File: src/rtl/cargador_instrucciones.sv
// Byte-stream loader that assembles 32-bit instruction words and writes them into instruction memory.
// Optional trailing XOR checksum byte enabled by defining CARGADOR_CHECKSUM_EN.
module cargador_instrucciones #(
    parameter int          MAX_WORDS  = 64,
    parameter logic [31:0] BASE_ADDR  = 32'h0000_0000,
    parameter bit          BIG_ENDIAN = 1'b1
) (
    input  logic        clk,
    input  logic        rst,
    input  logic        start,
    input  logic [15:0] num_words,
    input  logic [7:0]  byte_in,
    input  logic        byte_valid,
    output logic        byte_ready,
    output logic        wr_en,
    output logic [31:0] wr_addr,
    output logic [31:0] wr_data,
    output logic        busy,
    output logic        done,
    output logic        cpu_hold
`ifdef CARGADOR_CHECKSUM_EN
    ,
    output logic        chk_err
`endif
);

    typedef enum logic [2:0] {
        IDLE,
        RECV,
        WRITE,
        FIN
`ifdef CARGADOR_CHECKSUM_EN
        ,
        CHK
`endif
    } state_t;

    state_t      state, state_next;
    logic [1:0]  byte_cnt;
    logic [15:0] words_left;
    logic [15:0] words_clamped;
    logic [31:0] asm_word;
    logic [1:0]  lane;
    logic        accept;
`ifdef CARGADOR_CHECKSUM_EN
    logic [7:0]  xor_acc;
`endif

    assign words_clamped = (num_words > 16'(MAX_WORDS)) ? 16'(MAX_WORDS) : num_words;
    assign lane          = BIG_ENDIAN ? (2'd3 - byte_cnt) : byte_cnt;
    assign accept        = byte_valid && byte_ready;
    assign busy          = (state != IDLE);
    assign wr_data       = asm_word;

    // NOTE: every output of this block gets a default first, so no path leaves one unassigned and no latch is inferred.
    always_comb begin
        state_next = state;
        byte_ready = 1'b0;
        wr_en      = 1'b0;
        case (state)
            IDLE: begin
                if (start) state_next = (words_clamped == 16'd0) ? FIN : RECV;
            end
            RECV: begin
                byte_ready = 1'b1;
                if (byte_valid && byte_cnt == 2'd3) state_next = WRITE;
            end
            WRITE: begin
                wr_en = 1'b1;
                // words_left decrements on this same edge, so 1 here means the last word
                if (words_left == 16'd1) begin
`ifdef CARGADOR_CHECKSUM_EN
                    state_next = CHK;
`else
                    state_next = FIN;
`endif
                end else begin
                    state_next = RECV;
                end
            end
`ifdef CARGADOR_CHECKSUM_EN
            CHK: begin
                byte_ready = 1'b1;
                if (byte_valid) state_next = FIN;
            end
`endif
            FIN:     state_next = IDLE;
            default: state_next = IDLE;
        endcase
    end

    // NOTE: state is updated only with non-blocking assignments so every register samples pre-edge values.
    always_ff @(posedge clk or posedge rst) begin
        if (rst) begin
            state      <= IDLE;
            byte_cnt   <= 2'd0;
            words_left <= 16'd0;
            asm_word   <= 32'd0;
            wr_addr    <= BASE_ADDR;
            done       <= 1'b0;
            cpu_hold   <= 1'b1;
`ifdef CARGADOR_CHECKSUM_EN
            xor_acc    <= 8'd0;
            chk_err    <= 1'b0;
`endif
        end else begin
            state <= state_next;
            done  <= (state == FIN);
            case (state)
                IDLE: begin
                    if (start) begin
                        words_left <= words_clamped;
                        wr_addr    <= BASE_ADDR;
                        byte_cnt   <= 2'd0;
                        cpu_hold   <= 1'b1;
`ifdef CARGADOR_CHECKSUM_EN
                        xor_acc    <= 8'd0;
                        chk_err    <= 1'b0;
`endif
                    end
                end
                RECV: begin
                    if (accept) begin
                        asm_word[{lane, 3'b000} +: 8] <= byte_in;
                        byte_cnt                      <= byte_cnt + 2'd1;
`ifdef CARGADOR_CHECKSUM_EN
                        xor_acc                       <= xor_acc ^ byte_in;
`endif
                    end
                end
                WRITE: begin
                    wr_addr    <= wr_addr + 32'd4;
                    words_left <= words_left - 16'd1;
                    byte_cnt   <= 2'd0;
                end
`ifdef CARGADOR_CHECKSUM_EN
                CHK: begin
                    if (accept) chk_err <= (byte_in != xor_acc);
                end
                FIN:     cpu_hold <= chk_err;
`else
                FIN:     cpu_hold <= 1'b0;
`endif
                default: ;
            endcase
        end
    end

endmodule

File: config.mk
export PLATFORM = sky130hd
export DESIGN_NAME = cargador_instrucciones
export DESIGN_NICKNAME = d
export VERILOG_FILES = /design/src/rtl/cargador_instrucciones.sv
export SDC_FILE = /design/constraint.sdc
export NUM_CORES = 1
export LEC_CHECK = 0
export BUFFER_PORTS_ARGS = -buffer_cell sky130_fd_sc_hd__buf_2
export CAP_MARGIN = 20
export CORE_UTILIZATION = 58
export DETAILED_ROUTE_END_ITERATION = 8
export PLACE_DENSITY_LB_ADDON = 0.1
export SLEW_MARGIN = 20
export SYNTH_ARGS = -nofsm -noshare
export SYNTH_HDL_FRONTEND = slang
export SYNTH_SLANG_ARGS = --single-unit
export TNS_END_PERCENT = 1
File: constraint.sdc
create_clock -name clk -period 6.8 [get_ports clk]
set_input_delay 0.68 -clock clk [delete_from_list [all_inputs] [get_ports clk]]
set_output_delay 0.68 -clock clk [all_outputs]
set_load 0.03 [all_outputs]
; Yosys cells after proc, flatten, opt, wreduce, memory -nomap -nowiden
; Index checks and enable logic that the tools add are counted.
[totals]
word_cells = 54
register_bits = 87
in_bits = 28
output_inout_bits = 69
[classes]
n_addsub = 5
mux = 18
n_reduce_logical = 13
n_eq_ne = 8
n_lt_le_gt_ge = 1
n_shift = 2
[ops]
columns = cell, n
row1 = case mux 32 bit (2 select lines), 1
row2 = "adder 32 x 3 -> 32 bit, second input constant", 1
row3 = bitwise mux 32 bit, 1
row4 = 2-to-1 mux 16 bit, 2
row5 = 2-to-1 mux 32 bit, 1
row6 = case mux 16 bit (2 select lines), 1
row7 = "variable shift 8 x 7 -> 32 bit, first input constant", 1
row8 = indexed part select 8 x 7 -> 32 bit, 1
row9 = "equality test 16 x 1 -> 1 bit, second input constant", 1
row10 = "greater-than comparator 16 x 7 -> 1 bit, second input constant", 1
row11 = zero test 16 bit, 1
row12 = "subtractor 16 x 1 -> 16 bit, second input constant", 1
row13 = case mux 3 bit (3 select lines), 1
row14 = 2-to-1 mux 2 bit, 4
row15 = AND reduction 2 bit, 4
row16 = negator 5 -> 7 bit, 1
row17 = "equality test 3 x 2 -> 1 bit, second input constant", 2
row18 = 2-to-1 mux 3 bit, 2
row19 = "inequality test 2 bit, second input constant", 3
row20 = case mux 2 bit (3 select lines), 1
row21 = nonzero test 3 bit, 2
row22 = nonzero test 2 bit, 2
row23 = "equality test 3 x 1 -> 1 bit, second input constant", 1
row24 = zero test 3 bit, 1
row25 = other kinds (7), 10

; Longest topological paths before layout
; Gate-level depths: netlist of run 1.
[logic_depth]
ltp_word = 6
depth_mapped = 8
mapped_depth_nobuf = 6

; Worst setup path before layout of run 1
; Ideal clock, no wire load.
[synth_path]
path_kind = reg-to-reg
from = register wr_addr[13]
to = register wr_addr[21]
required_time_ns = 6.679
slack_ns = 4.785
synth_period_minus_slack_ns = 2.015
path_stages_with_launch = 7
n_path_buf = 1
setup_ns = 0.121
arrival_time_ns = 1.894
path_cell_list = dfrtp_1 clkbuf_2 nand4_4 nor4_4 nand4_1 mux2_1 a22o_1
[synth_via]
elab_chain_len = 2
[synth_rtl]
columns = element, line_no
row1 = from (decl), 16  ; output logic [31:0] wr_addr,
row2 = from (signal assigned), 132  ; wr_addr <= wr_addr + 32'd4;
row3 = adder 32 x 3 -> 32 bit, 132
row4 = case mux 32 bit (2 select lines), 109  ; case (state)
; Every way passes these cells.
; A chain may end at the register's enable or synchronous reset.

; Worst setup path in the final report of run 1
[layout_path]
from = register state[0]
to = output port wr_en
[layout_via]
elab_chain_len = 2
[layout_rtl]
columns = element, line_no
row1 = from (decl), 38  ; state_t state, state_next;
row2 = from (signal assigned), 107  ; state <= state_next;
row3 = equality test 3 x 2 -> 1 bit, 60  ; case (state)
row4 = 2-to-1 mux 1 bit, 60
row5 = to (decl), 15  ; output logic wr_en,
; Every way passes these cells.

==> results of run 1 <==
synthesized netlist by cell type, types with 7 or more instances:
library cell / instances / area share
sky130_fd_sc_hd__o21ai_0: 64 / 0.076
sky130_fd_sc_hd__inv_1: 13 / 0.012
sky130_fd_sc_hd__clkbuf_1: 14 / 0.012
sky130_fd_sc_hd__dfrtp_1: 83 / 0.49
sky130_fd_sc_hd__nor3_1: 7 / 0.0083
sky130_fd_sc_hd__nor2_1: 31 / 0.028
sky130_fd_sc_hd__a21oi_1: 10 / 0.012
sky130_fd_sc_hd__ha_1: 8 / 0.024
sky130_fd_sc_hd__nand2_1: 104 / 0.092
sky130_fd_sc_hd__nand3_1: 26 / 0.031
sky130_fd_sc_hd__o31ai_1: 9 / 0.016
sky130_fd_sc_hd__nand4_1: 13 / 0.019
sky130_fd_sc_hd__a31oi_1: 11 / 0.016
metrics by stage:
step                hold slack (ns)  setup slack [ns]  cells   util
floorplan                     0.437              3.96    471      -
global placement              0.456              4.35    642  0.684
detailed placement            0.464              4.27    642  0.684
CTS                           0.484              3.88    658  0.718
global route                  0.514              3.69    658  0.718
finish                        0.483              3.85    658  0.718
layout make-up:
class                   count  area, sq um
repair buffers             98          504
clock buffers               9          124
multi-input cells         351         1950
inverters                  13         50.0
flip-flops and latches     84         2100
clock inverters             7          106
well taps                  96          120
fillers                   591         1950
tightest hold or removal path, cell delays in order (launching register included):
cell and delay (ns):
sky130_fd_sc_hd__dfrtp_1 0.35, sky130_fd_sc_hd__nand2_1 0.05, sky130_fd_sc_hd__o21ai_0 0.06
sequential cells by signal (all words and copies together), names as in the netlist:
name	cells
wr_data	32
wr_addr	30
words_left	16
byte_cnt	2
state	2
cpu_hold	1
done	1
cell families after synthesis:
kind of cell,after synthesis,synth area share
compound gates,118,0.167
xor+xnor,5,0.0104
fa+ha+maj,8,0.0237
buf+inv,36,0.0409
flops,84,0.498
mux,5,0.0124
other cells,1,0.000888
simple gates,213,0.247
metal layers:
metal / wire, microns / GRT usage / vias to the layer above / share of wire
met5: 0 / 0 / - / 0
met2: 4530 / 0.411 / 161 / 0.46
met1: 4530 / 0.396 / 1827 / 0.46
met4: 115 / 0.0879 / 0 / 0.012
met3: 645 / 0.0578 / 10 / 0.066
li1: - / - / 1843 / -
worst max-delay path by stage:
stage,cells past startpoint,slack [ns],from,endpoint
2_1_floorplan,1,3.96,rst,byte_cnt[0]
4_1_cts,5,3.88,state[0],wr_en
6_report,5,3.85,state[0],wr_en
3_5_place_dp,5,4.27,state[0],wr_en
3_3_place_gp,5,4.35,state[0],wr_en
5_1_grt,5,3.69,state[0],wr_en
layout by cell type (no fill, tap or decap), types with 4 or more instances in the layout:
cell type and n:
sky130_fd_sc_hd__o211ai_1 5, sky130_fd_sc_hd__nand2b_1 4, sky130_fd_sc_hd__buf_2 94, sky130_fd_sc_hd__nor2_1 31, sky130_fd_sc_hd__or2_2 4, sky130_fd_sc_hd__nand2_1 104, sky130_fd_sc_hd__o31ai_1 9, sky130_fd_sc_hd__clkbuf_8 9
sky130_fd_sc_hd__dfrtp_1 83, sky130_fd_sc_hd__nor4_1 4, sky130_fd_sc_hd__nand3_1 26, sky130_fd_sc_hd__nor3_1 7, sky130_fd_sc_hd__nand4_1 13, sky130_fd_sc_hd__inv_1 12, sky130_fd_sc_hd__ha_1 8, sky130_fd_sc_hd__a21oi_1 10
sky130_fd_sc_hd__a31oi_1 11, sky130_fd_sc_hd__o21ai_0 64
power by group:
part	internal, W	switching, W
logic	0.000176	0.000397
clock network	0.000213	0.000195
registers	0.000589	0.0000805
total	0.000978	0.000673
==> implementation parameters, run 1 <==
Parameter                              Value

Timing
  Maximum clock rate ... 0.339 GHz
  Pins Over Slew Limit ... 0
  Post-route minimum period ... around 3 ns
  Clock Skews ... between 0.01 and 0.015 ns
  Max-slew headroom at the worst pin ... 0.361
  Endpoints failing hold ... 0
  Period utilization ... 0.434
  Count of final setup violators ... 0
  Unrepaired setup endpoints after global routing ... false
  Transition time at the pin with the least slew margin ... approximately 0.96 ns
  Aggregate negative setup slack ... 0 ns

Placement
  Final Wtd Congestion ... 0.847
  Total of buffers placed on input and output ports ... 94
  Placed wire-length estimate after detailed placement ... 7020 microns
  Placement-stage cell area ... between 4000 and 5000 sq um

Setup path
  Endpoint of the worst-slack reg-to-reg timing path ... words_left[9]
  CP peak stage delay ... roughly 0.46 ns
  Largest fanout of any net on the critical path ... 34
  Most Frequent Cell on Critical Path ... sky130_fd_sc_hd__buf_4
  Critical path data required time ... between 6 and 7 ns
  Buf+Inv Stages, Crit Path ... 4
  R2r startpoint ... state[0]
  Start-to-end type of the worst setup path ... reg2out
  Critical Path, Cell by Cell ... nand2b_1 > buf_4 > inv_1 > buf_4 > buf_2
  Cell depth of the worst flop-to-flop path ... 8
  Worst path top cell family by delay ... buffers and inverters
  Register-to-register setup slack ... 4.39 ns
  CP arrival ... between 2 and 2.5 ns
  Cell at the slowest stage of the critical path ... sky130_fd_sc_hd__dfrtp_1
  Endpoint class of the critical path ... output port
  Launching element type of the critical path ... register

CTS
  CTS max path bufs ... 2
  Number of sinks handled by clock tree synthesis ... 84
  CTS tree ... yes
  Clock Root Buffer ... sky130_fd_sc_hd__clkbuf_8
  Post-CTS clock slew at the launch and capture registers of the worst setup and hold paths ... approximately 0.090 ns
  Post-CTS setup-driven buffer insertion count ... 0
  Skew-Pair Late Insertion Delay ... about 0.36 ns
  Hold-fix buffer count after cts ... 0
  Number of buffers added by the clock tree synthesis step ... 9
  Number of resized instances in the post-cts repair step ... 0
  Number of levels in the clock H-tree ... 3

Pwr
  Design Power ... between 0.0015 and 0.002 W
  Cell Pwr Density ... 333 nW/um^2
  Leakage dissipation ... 2.41 nW
  Peak supply drop ... roughly 0.00022 V

Synth
  Cell Area, Synth ... ~4200 sq um
  Main flop type after synthesis ... sky130_fd_sc_hd__dfrtp_1
  Number of flops mapped to enable cells by yosys ... 0
  FFs w/ async S/R, synth ... 1.00
  Avg Synthesized Cell Area ... approximately 9 sq um
  Synth Warn # ... 0
  Flop and latch count out of synthesis ... 84
  Sequential share of the synthesized area ... 0.498
  Synth unique cells ... between 50 and 60
  Instance count of the mapped netlist ... 470

Die
  Count of standard-cell rows ... 30
  DIE WIDTH ... ~87 microns
  Core Box Area ... 6910 sq um
  Floorplan die area ... 7630 sq um
  IO Count ... 97
  Vertical die dimension ... just under 90 microns
  Initial cell density of the core ... 0.612

Final layout
  Final-stage net count ... approximately 600
  Fraction of layout cells with a size suffix above 1 ... 0.230
  Final non-filler cell area ... 4960 sq um
  Syn-to-layout area delta ... 17.4%
  Count of inserted antenna diode cells ... 0

Status
  Result of the run ... complete, no violations

Global route
  Pin count of the biggest net entering global routing ... 85
  Overflow left after global routing ... 0
  Global-route wire length before repair ... between 15,000 and 20,000 microns
  Vias in the first global route ... 3,323
  Total track usage ... 0.273
  Antenna violations before repair ... 0

Drt
  First-pass detailed-route iteration total ... 5
  Via density ... just under 6
  WL final ... slightly below 10,000 microns
  Routed WL per cell ... roughly 15 microns
  Detailed-route via count ... approximately 3,800
  DRC violation count after routing ... 0
  DRC marker count from the first detailed-route iteration ... between 200 and 250
  ANT nets after route ... 0

Hold path
  Source of the worst hold timing path ... wr_data[0]
  Class of the most critical hold timing path ... reg2reg
  Worst Hold Path EP ... wr_data[0]
  Worst hold path stage count ... 2

Flow run
  Max capacitance violation total ... 0
Note: power is estimated with default switching activity, not from simulation.
==> run 2, diff against run 1 <==
--- a/config.mk
+++ b/config.mk
@@ -7,7 +7,7 @@
 export LEC_CHECK = 0
 export BUFFER_PORTS_ARGS = -buffer_cell sky130_fd_sc_hd__buf_2
 export CAP_MARGIN = 20
-export CORE_UTILIZATION = 58
+export CORE_UTILIZATION = 54
 export DETAILED_ROUTE_END_ITERATION = 8
 export PLACE_DENSITY_LB_ADDON = 0.1
 export SLEW_MARGIN = 20
==> constraint.sdc (replaced) <==
create_clock -name clk -period 2.84 [get_ports clk]
set_input_delay 0.284 -clock clk [delete_from_list [all_inputs] [get_ports clk]]
set_output_delay 0.284 -clock clk [all_outputs]
set_load 0.03 [all_outputs]
==> implementation parameters, run 2 (same netlist as run 1, synthesis figures left out) <==
Parameter                              Value

Final layout
  Largest register FFs ... 32
  Fill count ... slightly above 600
  Sequential Area ... 2100 sq um
  Commonest non-fill, non-tap cells in the layout ... 104 x sky130_fd_sc_hd__nand2_1, 94 x sky130_fd_sc_hd__buf_2, 83 x sky130_fd_sc_hd__dfrtp_1, 64 x sky130_fd_sc_hd__o21ai_0, 31 x sky130_fd_sc_hd__nor2_1
  Syn-to-layout area delta ... 18.0%
  Final Util ... 0.673
  Count of non-filler cells in the finished layout ... around 660
  Commonest non-fill, non-tap cell in the layout ... sky130_fd_sc_hd__nand2_1
  Area occupied by multi-input gates ... between 1500 and 2000 sq um
  Fraction of layout cells with a size suffix above 1 ... 0.232
  Final-stage net count ... 595
  Count of inserted antenna diode cells ... 0

Hold path
  Class of the most critical hold timing path ... in2async

Timing
  Endpoints failing hold ... 0
  Pins Over Slew Limit ... 0
  Max-slew headroom at the worst pin ... 0.427
  Maximum clock rate ... 0.449 GHz
  Transition time at the pin with the least slew margin ... 0.858 ns
  Final WS setup ... 0.610 ns
  Count of final setup violators ... 0
  Period utilization ... 0.785
  Unrepaired setup endpoints after global routing ... false
  Aggregate negative setup slack ... 0 ns
  Post-route minimum period ... approximately 2.2 ns
  Clock Skews ... approximately 0.0056 ns

CTS
  Number of sinks handled by clock tree synthesis ... 84
  Number of levels in the clock H-tree ... 3
  Hold-fix buffer count after cts ... 0
  CTS tree ... yes
  Number of buffers added by the clock tree synthesis step ... 9
  Post-CTS clock slew at the launch and capture registers of the worst setup and hold paths ... ~0.080 ns
  Post-CTS setup-driven buffer insertion count ... 0
  Skew-Pair Late Insertion Delay ... ~0.35 ns
  Number of resized instances in the post-cts repair step ... 0
  CTS max path bufs ... 2
  Clock Root Buffer ... sky130_fd_sc_hd__clkbuf_8

Setup path
  Worst path top cell family by delay ... buffers and inverters
  Register-to-register setup slack ... 0.76 ns
  Buf+Inv Stages, Crit Path ... 3
  R2r startpoint ... byte_cnt[0]
  Cell depth of the worst flop-to-flop path ... 5
  Endpoint of the worst-slack reg-to-reg timing path ... wr_data[12]
  Launching element type of the critical path ... register
  Cell at the slowest stage of the critical path ... sky130_fd_sc_hd__dfrtp_1
  CP arrival ... 1.95 ns
  Start-to-end type of the worst setup path ... reg2out
  CP peak stage delay ... 0.47 ns
  Critical path data required time ... 2.56 ns
  Critical Path, Cell by Cell ... nand2b_1 > inv_1 > buf_4 > buf_2
  Largest fanout of any net on the critical path ... 30
  Endpoint class of the critical path ... output port

Global route
  Pin count of the biggest net entering global routing ... 85
  Global Route met1 Usage ... 0.341
  Global-route wire length before repair ... ~17,000 microns
  Vias in the first global route ... roughly 3,500
  Antenna violations before repair ... 0
  Overflow left after global routing ... 0
  Met3 Use GR ... 0.0572
  Total track usage ... 0.260
  Global-route track usage on met2 ... 0.436
  GRT Max-Usage Layer ... met2

Die
  Initial cell density of the core ... 0.570
  Core Box Area ... ~7400 sq um
  DIE WIDTH ... around 90 microns
  Floorplan die area ... approximately 8200 sq um
  IO Count ... just under 100
  Count of standard-cell rows ... 31
  Vertical die dimension ... ~90 microns

Drt
  First-pass detailed-route iteration total ... 4
  Detailed-route via count ... 3,779
  Routed WL per cell ... between 15 and 20 microns
  WL final ... around 10,000 microns
  ANT nets after route ... 0
  Via density ... around 5.7
  DRC marker count from the first detailed-route iteration ... approximately 170
  DRC violation count after routing ... 0

Pwr
  Leakage dissipation ... roughly 2.4 nW
  Logic pwr share ... 0.350
  Internal Pwr Total ... about 0.0024 W
  Peak supply drop ... about 0.00041 V
  Net switching power of the design ... about 0.0016 W
  Cell Pwr Density ... about 790 nW/um^2
  Proportion of total power due to net switching ... 0.396
  Share of total power in the clock network ... 0.241
  Power share of the sequential group ... 0.410

Placement
  Placed Instances ... approximately 650
  Total of buffers placed on input and output ports ... 94
  Placement-stage worst setup slack ... around 0.79 ns
  Final Wtd Congestion ... approximately 0.82
  Placed wire-length estimate after detailed placement ... roughly 7200 microns

Flow run
  Max capacitance violation total ... 0

Status
  Result of the run ... complete, no violations
[run 2: cell types whose count changed in the layout (fill, tap and decap cells not counted)]
cell,delta
sky130_fd_sc_hd__buf_6,-1
sky130_fd_sc_hd__buf_12,+1
sky130_fd_sc_hd__inv_6,-2
sky130_fd_sc_hd__clkbuf_8,+1
sky130_fd_sc_hd__buf_4,+2
sky130_fd_sc_hd__inv_8,-1
sky130_fd_sc_hd__clkinv_2,+2
[run 2: power groups by stage]
stage / registers [W] / logic [W] / clock network (W)
floorplan: 0.00187 / 0.000729 / 0
CTS: 0.00160 / 0.00138 / 0.000967
global placement: 0.00161 / 0.00134 / 0
finish: 0.00160 / 0.00137 / 0.000942
detailed placement: 0.00163 / 0.00137 / 0
global route: 0.00163 / 0.00153 / 0.00101
[run 2: metrics by stage]
stage | cell area (sq um) | hold slack (ns) | total power, W
after global routing | 4980 | 0.0299 | 0.00417
after global placement | 4760 | 0.411 | 0.00295
after CTS | 4980 | 0.0215 | 0.00394
after floorplan | 4230 | 0.400 | 0.00259
final | 4980 | 0.00250 | 0.00392
after detailed placement | 4760 | 0.413 | 0.00300
[run 2: worst min-delay path, cell delays in order]
cell	delay (ns)
sky130_fd_sc_hd__buf_2	0.10
sky130_fd_sc_hd__clkinv_2	0.05
sky130_fd_sc_hd__buf_12	0.34
[run 2: final cells by class]
class	instances	area share
Tap cell	99	0.0249
Timing Repair Buffer	100	0.106
Multi-Input combinational cell	351	0.392
Clock buffer	10	0.0276
Clock inverter	6	0.0176
Inverter	13	0.0100
Sequential cell	84	0.422
[run 2: worst max-delay path by stage]
stage | start | to | slack (ns) | cells after the start
6_report | state[0] | wr_en | 0.61 | 4
4_1_cts | state[0] | wr_en | 0.60 | 4
3_3_place_gp | byte_cnt[0] | wr_data[8] | 0.90 | 5
5_1_grt | state[1] | wr_en | 0.48 | 4
3_5_place_dp | byte_cnt[0] | wr_data[8] | 0.79 | 5
2_1_floorplan | rst | byte_cnt[0] | 0.39 | 1
[run 2: metal layers]
layer  wire (microns)  vias up
met5                0        -
met4              119        0
met3              558       15
met2             5050      124
met1             4400     1798
li1                 -     1842
